--- config.mk ---
export PLATFORM = sky130hd
export DESIGN_NAME = uart_transmitter
export DESIGN_NICKNAME = d
export VERILOG_FILES = /design/src/rtl/uart_transmitter.sv
export SDC_FILE = /design/constraint.sdc
export NUM_CORES = 1
export LEC_CHECK = 0
export CAP_MARGIN = 20
export CORE_MARGIN = 5
export CORE_UTILIZATION = 30
export CTS_BUF_LIST = sky130_fd_sc_hd__clkbuf_4 sky130_fd_sc_hd__clkbuf_8 sky130_fd_sc_hd__clkbuf_16
export DETAILED_ROUTE_END_ITERATION = 7
export PLACE_DENSITY = 0.6
export SYNTH_ARGS = -nofsm -noshare
export SYNTH_HDL_FRONTEND = slang
export SYNTH_SLANG_ARGS = --single-unit
--- constraint.sdc ---
create_clock -name clk -period 2.97 [get_ports clk]
set_input_delay 0.297 -clock clk [delete_from_list [all_inputs] [get_ports clk]]
set_output_delay 0.297 -clock clk [all_outputs]
set_load 0.02 [all_outputs]
--- src/rtl/uart_transmitter.sv ---
// rtl/uart_transmitter.sv - UART transmitter with one-byte holding buffer and line-break generation
//
// Ports:
//   clk, rst       system clock; synchronous active-high reset
//   dataIn         byte to send (bits above the configured width are ignored)
//   sendData       one-cycle strobe presenting dataIn
//   dataBits       data bit count minus 5
//   hasParity      append a parity bit
//   parityMode     00 space, 11 mark, 10 even, 01 odd
//   extraStopBit   two stop bits instead of one
//   clockDivisor   bit period T = 2*(clockDivisor+1) clk cycles
//   sendBreak      level request to hold the line low
//   clearOverflow  clears the sticky overflow flag
//   tx             registered serial output, idle high
//   busy           frame, break or post-break mark in progress
//   bufferFull     holding register contains an unsent byte
//   overflow       sticky flag: a byte was dropped

module uart_transmitter #(
    parameter int CLOCK_DIVISOR_WIDTH = 24
) (
    input  logic                           clk,
    input  logic                           rst,
    input  logic [7:0]                     dataIn,
    input  logic                           sendData,
    input  logic [1:0]                     dataBits,
    input  logic                           hasParity,
    input  logic [1:0]                     parityMode,
    input  logic                           extraStopBit,
    input  logic [CLOCK_DIVISOR_WIDTH-1:0] clockDivisor,
    input  logic                           sendBreak,
    input  logic                           clearOverflow,
    output logic                           tx,
    output logic                           busy,
    output logic                           bufferFull,
    output logic                           overflow
);

    localparam int TW = CLOCK_DIVISOR_WIDTH + 1;

    typedef enum logic [2:0] {
        IDLE,
        START,
        DATA,
        PARITY,
        STOP,
        BREAK,
        BREAK_MARK
    } stateT;

    stateT                          state;
    stateT                          stateNext;
    logic [TW-1:0]                  timer;
    logic [2:0]                     bitCount;
    logic [7:0]                     shiftReg;
    logic                           parityBit;
    logic [7:0]                     bufferReg;

    // Frame configuration captured when a frame (or break) begins
    logic [1:0]                     cfgDataBits;
    logic                           cfgHasParity;
    logic                           cfgExtraStop;
    logic [CLOCK_DIVISOR_WIDTH-1:0] cfgDivisor;

    logic          timerDone;
    logic          lastDataBit;
    logic          lastStopBit;
    logic          startFrame;
    logic          fromBuffer;
    logic          latchCfg;
    logic          storeByte;
    logic          dropByte;
    logic [7:0]    loadByte;
    logic [7:0]    dataMask;
    logic          dataXor;
    logic          parityNext;
    logic          txNext;

    // Last cycle of a bit: T-1 = 2*clockDivisor+1, which fits the timer at the maximum divisor
    assign timerDone   = (timer == {cfgDivisor, 1'b1});
    assign lastDataBit = (bitCount == ({1'b0, cfgDataBits} + 3'd4));
    assign lastStopBit = (bitCount[0] == cfgExtraStop);

    assign loadByte   = fromBuffer ? bufferReg : dataIn;
    assign dataMask   = 8'hFF >> (2'd3 - dataBits);
    assign dataXor    = ^(loadByte & dataMask);

    always_comb begin
        parityNext = 1'b0;
        case (parityMode)
            2'b00:   parityNext = 1'b0;
            2'b11:   parityNext = 1'b1;
            2'b10:   parityNext = dataXor;
            default: parityNext = ~dataXor;
        endcase
    end

    always_comb begin
        stateNext  = state;
        startFrame = 1'b0;
        fromBuffer = 1'b0;
        case (state)
            IDLE: begin
                // A byte buffered on the edge that returned us to IDLE goes out first
                if (bufferFull) begin
                    stateNext  = START;
                    startFrame = 1'b1;
                    fromBuffer = 1'b1;
                end else if (sendBreak) begin
                    stateNext = BREAK;
                end else if (sendData) begin
                    stateNext  = START;
                    startFrame = 1'b1;
                end
            end
            START: begin
                if (timerDone) stateNext = DATA;
            end
            DATA: begin
                if (timerDone && lastDataBit) stateNext = cfgHasParity ? PARITY : STOP;
            end
            PARITY: begin
                if (timerDone) stateNext = STOP;
            end
            STOP: begin
                if (timerDone && lastStopBit) begin
                    if (sendBreak) begin
                        stateNext = BREAK;
                    end else if (bufferFull) begin
                        stateNext  = START;
                        startFrame = 1'b1;
                        fromBuffer = 1'b1;
                    end else begin
                        stateNext = IDLE;
                    end
                end
            end
            BREAK: begin
                // Timer saturates at its last count, so this waits at least T
                if (timerDone && !sendBreak) stateNext = BREAK_MARK;
            end
            BREAK_MARK: begin
                if (timerDone) begin
                    if (bufferFull) begin
                        stateNext  = START;
                        startFrame = 1'b1;
                        fromBuffer = 1'b1;
                    end else begin
                        stateNext = IDLE;
                    end
                end
            end
            default: stateNext = IDLE;
        endcase
    end

    assign latchCfg  = startFrame || (stateNext == BREAK && state != BREAK);
    // A strobe that did not start a frame directly goes to the buffer if there is room
    assign storeByte = sendData && !(startFrame && !fromBuffer) && !bufferFull;
    assign dropByte  = sendData && bufferFull;

    always_comb begin
        txNext = 1'b1;
        case (stateNext)
            START, BREAK: txNext = 1'b0;
            DATA:         txNext = (state == DATA && timerDone) ? shiftReg[1] : shiftReg[0];
            PARITY:       txNext = parityBit;
            default:      txNext = 1'b1;
        endcase
    end

    always_ff @(posedge clk) begin
        if (rst) begin
            state        <= IDLE;
            timer        <= '0;
            bitCount     <= '0;
            shiftReg     <= '0;
            parityBit    <= 1'b0;
            bufferReg    <= '0;
            bufferFull   <= 1'b0;
            overflow     <= 1'b0;
            tx           <= 1'b1;
            cfgDataBits  <= '0;
            cfgHasParity <= 1'b0;
            cfgExtraStop <= 1'b0;
            cfgDivisor   <= '0;
        end else begin
            state <= stateNext;
            tx    <= txNext;

            if (stateNext != state || state == IDLE) begin
                timer <= '0;
            end else if (timerDone) begin
                timer <= (state == BREAK) ? timer : '0;
            end else begin
                timer <= timer + TW'(1);
            end

            if (stateNext != state) begin
                bitCount <= '0;
            end else if (timerDone && (state == DATA || state == STOP)) begin
                bitCount <= bitCount + 3'd1;
            end

            if (startFrame) begin
                shiftReg  <= loadByte;
                parityBit <= parityNext;
            end else if (state == DATA && timerDone) begin
                shiftReg <= {1'b0, shiftReg[7:1]};
            end

            if (latchCfg) begin
                cfgDataBits  <= dataBits;
                cfgHasParity <= hasParity;
                cfgExtraStop <= extraStopBit;
                cfgDivisor   <= clockDivisor;
            end

            if (storeByte) begin
                bufferReg <= dataIn;
            end

            if (startFrame && fromBuffer) begin
                bufferFull <= 1'b0;
            end else if (storeByte) begin
                bufferFull <= 1'b1;
            end

            if (dropByte) begin
                overflow <= 1'b1;
            end else if (clearOverflow) begin
                overflow <= 1'b0;
            end
        end
    end

    assign busy = (state != IDLE);

endmodule

# Word level (Yosys, flattened, before mapping)
# Cells that the tools add are included.
# op_classes
add_sub_neg,4
n_eq_ne,18
shifts,1
mux,32
bitwise_logic,2
reduce_logical,28
# op_table
op,n
2-to-1 mux 25 bit,2
2-to-1 mux 3 bit,11
"adder 25 x 1 -> 25 bit, second input constant",1
== test 25 bit,1
2-to-1 mux 8 bit,3
case mux 3 bit (7 select lines),1
"== test 3 x 2 -> 1 bit, second input constant",4
"== test 3 bit, second input constant",4
case mux 1 bit (3 select lines),4
logical AND 1 bit,11
2-to-1 mux 1 bit,11
AND 8 bit,1
OR reduction 2 bit,4
parity 8 bit,1
"right shift 8 x 2 -> 8 bit, first input constant",1
"== test 3 x 1 -> 1 bit, second input constant",2
"== test 2 bit, second input constant",2
logical NOT 1 bit,4
nonzero test 2 bit,2
"adder 2 x 3 -> 3 bit, second input constant",1
"adder 3 x 1 -> 3 bit, second input constant",1
== test 3 bit,1
logical NOT 3 bit,1
logical OR 1 bit,3
8 further kinds,8
# totals
reg_bits,79
input_bits,43
out_inout_bits,4

# Longest topological paths before layout
# Gate-level depths: netlist of run 1.
# logic_depth
depth_word,9
depth_mapped,12

# Worst setup path before layout of run 1
# No wires, ideal clock.
# synth_timing
path_kind,register -> register
startpoint,register timer[7]
endpoint,register cfgDataBits[0]
arrival_ns,2.365
required_ns,2.900
setup_slack_ns,0.534
stages_incl_launch_ff,11
n_path_buf,2
synth_period_minus_slack_ns,2.436
cell_sequence,dfxtp_1 xnor2_1 nand4_1 nor4_4 and2_1 buf_2 mux2_4 o211ai_4 buf_2 nand3_1 a21oi_1
# synth_via
elab_chain_cells,7
elab_cells_between_ends,17
classes_between,2 x eq/ne; 10 x mux; 5 x reduce/logical
# synth_lines
item,line_no,rtl
start: declaration,53,logic [TW-1:0] timer;
start signal: assignment,194,timer <= (state == BREAK) ? timer : '0;
start signal: assignment,196,timer <= timer + TW'(1);
== test 25 bit *,80,"assign timerDone = (timer == {cfgDivisor, 1'b1});"
logical AND 1 bit (on tied branches),"140, 120, 126",
2-to-1 mux 3 bit (on tied branches),"140, 120, 126",
case mux 3 bit (7 select lines),102,case (state)
== test 3 bit,157,assign latchCfg = startFrame || (stateNext == BREAK && state != BREAK);
logical AND 1 bit,157,
logical OR 1 bit *,157,
end signal: assignment,213,cfgDataBits <= dataBits;
end: declaration,60,logic [1:0] cfgDataBits;
# Every way passes the cells marked *; elsewhere a longest branch is shown, timed or not.
# A chain may end at the register's enable or synchronous reset.

# Worst setup path after layout of run 1
# layout_timing
startpoint,register timer[19]
endpoint,register parityBit
# layout_via
elab_chain_cells,9
elab_cells_between_ends,11
classes_between,1 x eq/ne; 6 x mux; 2 x bitwise; 2 x reduce/logical
# layout_lines
item,line_no,rtl
== test 25 bit *,80,
logical AND 1 bit,126,if (timerDone && lastStopBit) begin
2-to-1 mux 1 bit,126,
case mux 1 bit (3 select lines),102,
2-to-1 mux 8 bit,84,assign loadByte = fromBuffer ? bufferReg : dataIn;
AND 8 bit,86,assign dataXor = ^(loadByte & dataMask);
parity 8 bit,86,
NOT 1 bit,94,default: parityNext = ~dataXor;
case mux 1 bit (3 select lines),90,case (parityMode)
end signal: assignment,207,parityBit <= parityNext;
end: declaration,56,logic parityBit;
# Marks and branches as above.

==> flow_summary.yaml, run 1 <==
worst_setup_path:
  crit_fanout: 11
  critPathBufInv: 1
  startpoint_type: "register"
  rr_worst_depth: 9
  critPathTopFamily: "simple AND/OR/NAND/NOR gates"
  required_ns: 3.21
  critPathSlowestCell: "or4_4"
  critPathLaunch: "timer[19]"
  critPathCaptureType: "register"
  cp_cell_sequence: "xnor2_1 > nand4_1 > or4_4 > nor3_4 > or2_2 > buf_12 > a31oi_1 > a21bo_1 > a311oi_2"
  reg2reg_to: "parityBit"
  reg2reg_from: "timer[19]"
  cpPeakStageDelay_ns: 0.63
  critPathKind: "register to register"
  arrival_ns: 2.97
  reg2reg_slack_ns: 0.24
  crit_cells: 9
power_and_ir_drop:
  p_per_area_nw_per_um2: 563
  ir_worst_vdd_uv: 242
  p_leak_uw: 0.00180
global_routing:
  grt_max_degree: 52
  grt-ovfl-total: 0
  antenna_found_initial: 0
  grt_pass1_vias: 3682
  grt_pass1_wl_mm: 18.3
  track_usage: 0.134
synth:
  yosys_warnings: 0
  synth_flop_cell: "dfxtp_1"
  async_flop_share: 0
  syn_avg_cell_area_sq_um: 8.50
  synthMostInstantiatedCell: "dfxtp_1"
  synth_enable_flop_cells: 0
  ys_top_cells_by_count: "dfxtp_1 (79), nand3_1 (50), a21oi_1 (46)"
  synth_area_leaders: "dfxtp_1 (36%), xnor2_1 (7.3%), nand3_1 (5.8%)"
  synth_cells: 510
  ys_ff_latch: 79
  yosys.cell_types.count: 60
  synth_top_area_cell: "dfxtp_1"
  synth.net_count: 555
  synth_seq_area_share: 0.365
  synthesis.area_sq_um: 4330
  synth_top_area_frac: 0.365
run_status:
  status: "finished, final reports clean"
placement:
  dpl-instance-area_sq_um: 5030
  gp_congestion: 0.878
  io_buffers: 46
  place_hpwl_mm: 8.14
detailed_routing:
  drc: 0
  ant_nets: 0
  firstDrtPassIters: 5
  vias: 3850
  dr.first_iter.drc_count: 193
  routed_via_density: 5.16
  wirelength_mm: 11.1
  wl_per_cell_microns: 14.9
die:
  die-area_sq_um: 17000
  io_pins: 47
  die_h_microns: 130
  initial_utilization: 0.302
  rows: 44
  die_w_microns: 130
  core-area_sq_um: 14400
layout:
  layout-drive-gt1-share: 0.126
  fin_area_sq_um: 5360
  syn2layout_area_growth_pct: 23.6
  nFillCells: 1437
  utilization: 0.373
  fin_nets: 602
  diodes: 0
clock_tree:
  ctsHoldBuffers: 0
  clk_path_buf_depth: 2
  post_cts_buffers: 0
  clkSinkCount: 79
  clk_pin_slew_ns: 0.06
  clk_root_buffer_cell: "clkbuf_16"
  cts_htree_levels: 3
  cts_resized: 0
  cts_made_buffers: 9
  cts_tree: "done"
  insertion_delay_ns: 0.33
sta:
  tns_ns: 0
  fin_worst_skew_ns: 0.00662
  fin_crit_sh: 0.920
  timing.fmax_mhz: 366
  period_minus_slack_ns: 2.73
  timing.slew.headroom: 0.600
  rsz0062_at_grt: "no"
  setup_viol: 0
  worstMarginPinSlew_ns: 0.599
  hold_viol_final: 0
  slew_viol_final: 0
min_path:
  hold_depth: 4
  hold_end: "bitCount[0]"
  hold_class: "input pin to register"
  hp-start: "rst"
run:
  maxCapViolations: 0
==> cell families after synthesis <==
logic type | Yosys count | share of synthesized area
AOI/OAI and AO/OA | 131 | 0.195
xor gates and xnor gates | 42 | 0.0849
adders and majority gates | 2 | 0.00577
buffers and inverters | 37 | 0.0491
DFF | 79 | 0.365
muxes | 29 | 0.0713
and+or+nand+nor | 190 | 0.229
==> metal layers <==
metal	routed length (microns)	track usage
met5	0	0
met1	5310	0.179
met4	106	0.0403
met3	438	0.0229
met2	5250	0.222
==> report_power, final <==
group	switching, uW	leakage (uW)	internal, uW
clock	413	0.000156	739
sequential	61.7	0.000645	1140
combinational	363	0.000997	300
==> final cells by class <==
class | count | area [sq um] | share of cell area
clock buffers | 14 | 282 | 0.0525
well taps | 184 | 230 | 0.0430
multi-input cells | 394 | 2540 | 0.474
repair buffers | 66 | 659 | 0.123
inverters | 7 | 26.3 | 0.00490
flip-flops and latches | 79 | 1580 | 0.295
clock inverters | 2 | 37.5 | 0.00700
==> worst reg2reg max path: stages (launching register included) <==
cell and delay [ns]:
dfxtp_1 0.33, xnor2_1 0.28, nand4_1 0.24, or4_4 0.63
nor3_4 0.25, or2_2 0.21, buf_12 0.15, a31oi_1 0.10
a21bo_1 0.21, a311oi_2 0.25
==> cell usage in the layout (no fill, tap or decap), types with 9 or more instances in the layout <==
| cell | count |
|---|---|
| buf_4 | 15 |
| o21ai_1 | 28 |
| clkbuf_16 | 9 |
| o21ai_0 | 14 |
| xnor2_1 | 36 |
| mux2_2 | 11 |
| nand4_1 | 11 |
| clkdlybuf4s50_1 | 45 |
| nand2_1 | 32 |
| nand3_1 | 50 |
| dfxtp_1 | 79 |
| a21oi_1 | 46 |
| mux2i_1 | 17 |
| a211oi_1 | 12 |
| nor2_1 | 45 |
==> metrics by stage <==
stage | hold WS, ns | cells | total power (uW) | setup WS, ns
after floorplan | 0.444 | 510 | 1670 | 0.534
after global placement | 0.455 | 729 | 1870 | 0.132
after detailed placement | 0.468 | 729 | 1890 | 0.0630
after CTS | 0.456 | 745 | 3040 | 0.117
after global routing | 0.495 | 746 | 3160 | 0.0559
final | 0.466 | 746 | 3020 | 0.237
==> registers in the layout, summed over array words and instances, names as in the netlist <==
register and count:
cfgDivisor 24, bufferReg 8, tx 1, bufferFull 1
parityBit 1, bitCount 3, cfgHasParity 1, cfgDataBits 2
shiftReg 8, overflow 1, cfgExtraStop 1, state 3
timer 25
==> worst max-delay path by stage <==
stage | to | slack (ns)
CTS | cfgDivisor[17] | 0.12
global placement | cfgDataBits[1] | 0.13
floorplan | cfgDataBits[0] | 0.53
finish | parityBit | 0.24
global route | timer[13] | 0.06
detailed placement | cfgDivisor[23] | 0.06
No activity file was read; power rests on OpenSTA's default activity.
==> run 2, diff against run 1 <==
--- a/config.mk
+++ b/config.mk
@@ -5,6 +5,7 @@
 export SDC_FILE = /design/constraint.sdc
 export NUM_CORES = 1
 export LEC_CHECK = 0
+export ABC_CLOCK_PERIOD_IN_PS = 2970
 export CAP_MARGIN = 20
 export CORE_MARGIN = 5
 export CORE_UTILIZATION = 30
==> results of run 2 <==
The final DEF is identical to that of run 1; final timing and power are the same.
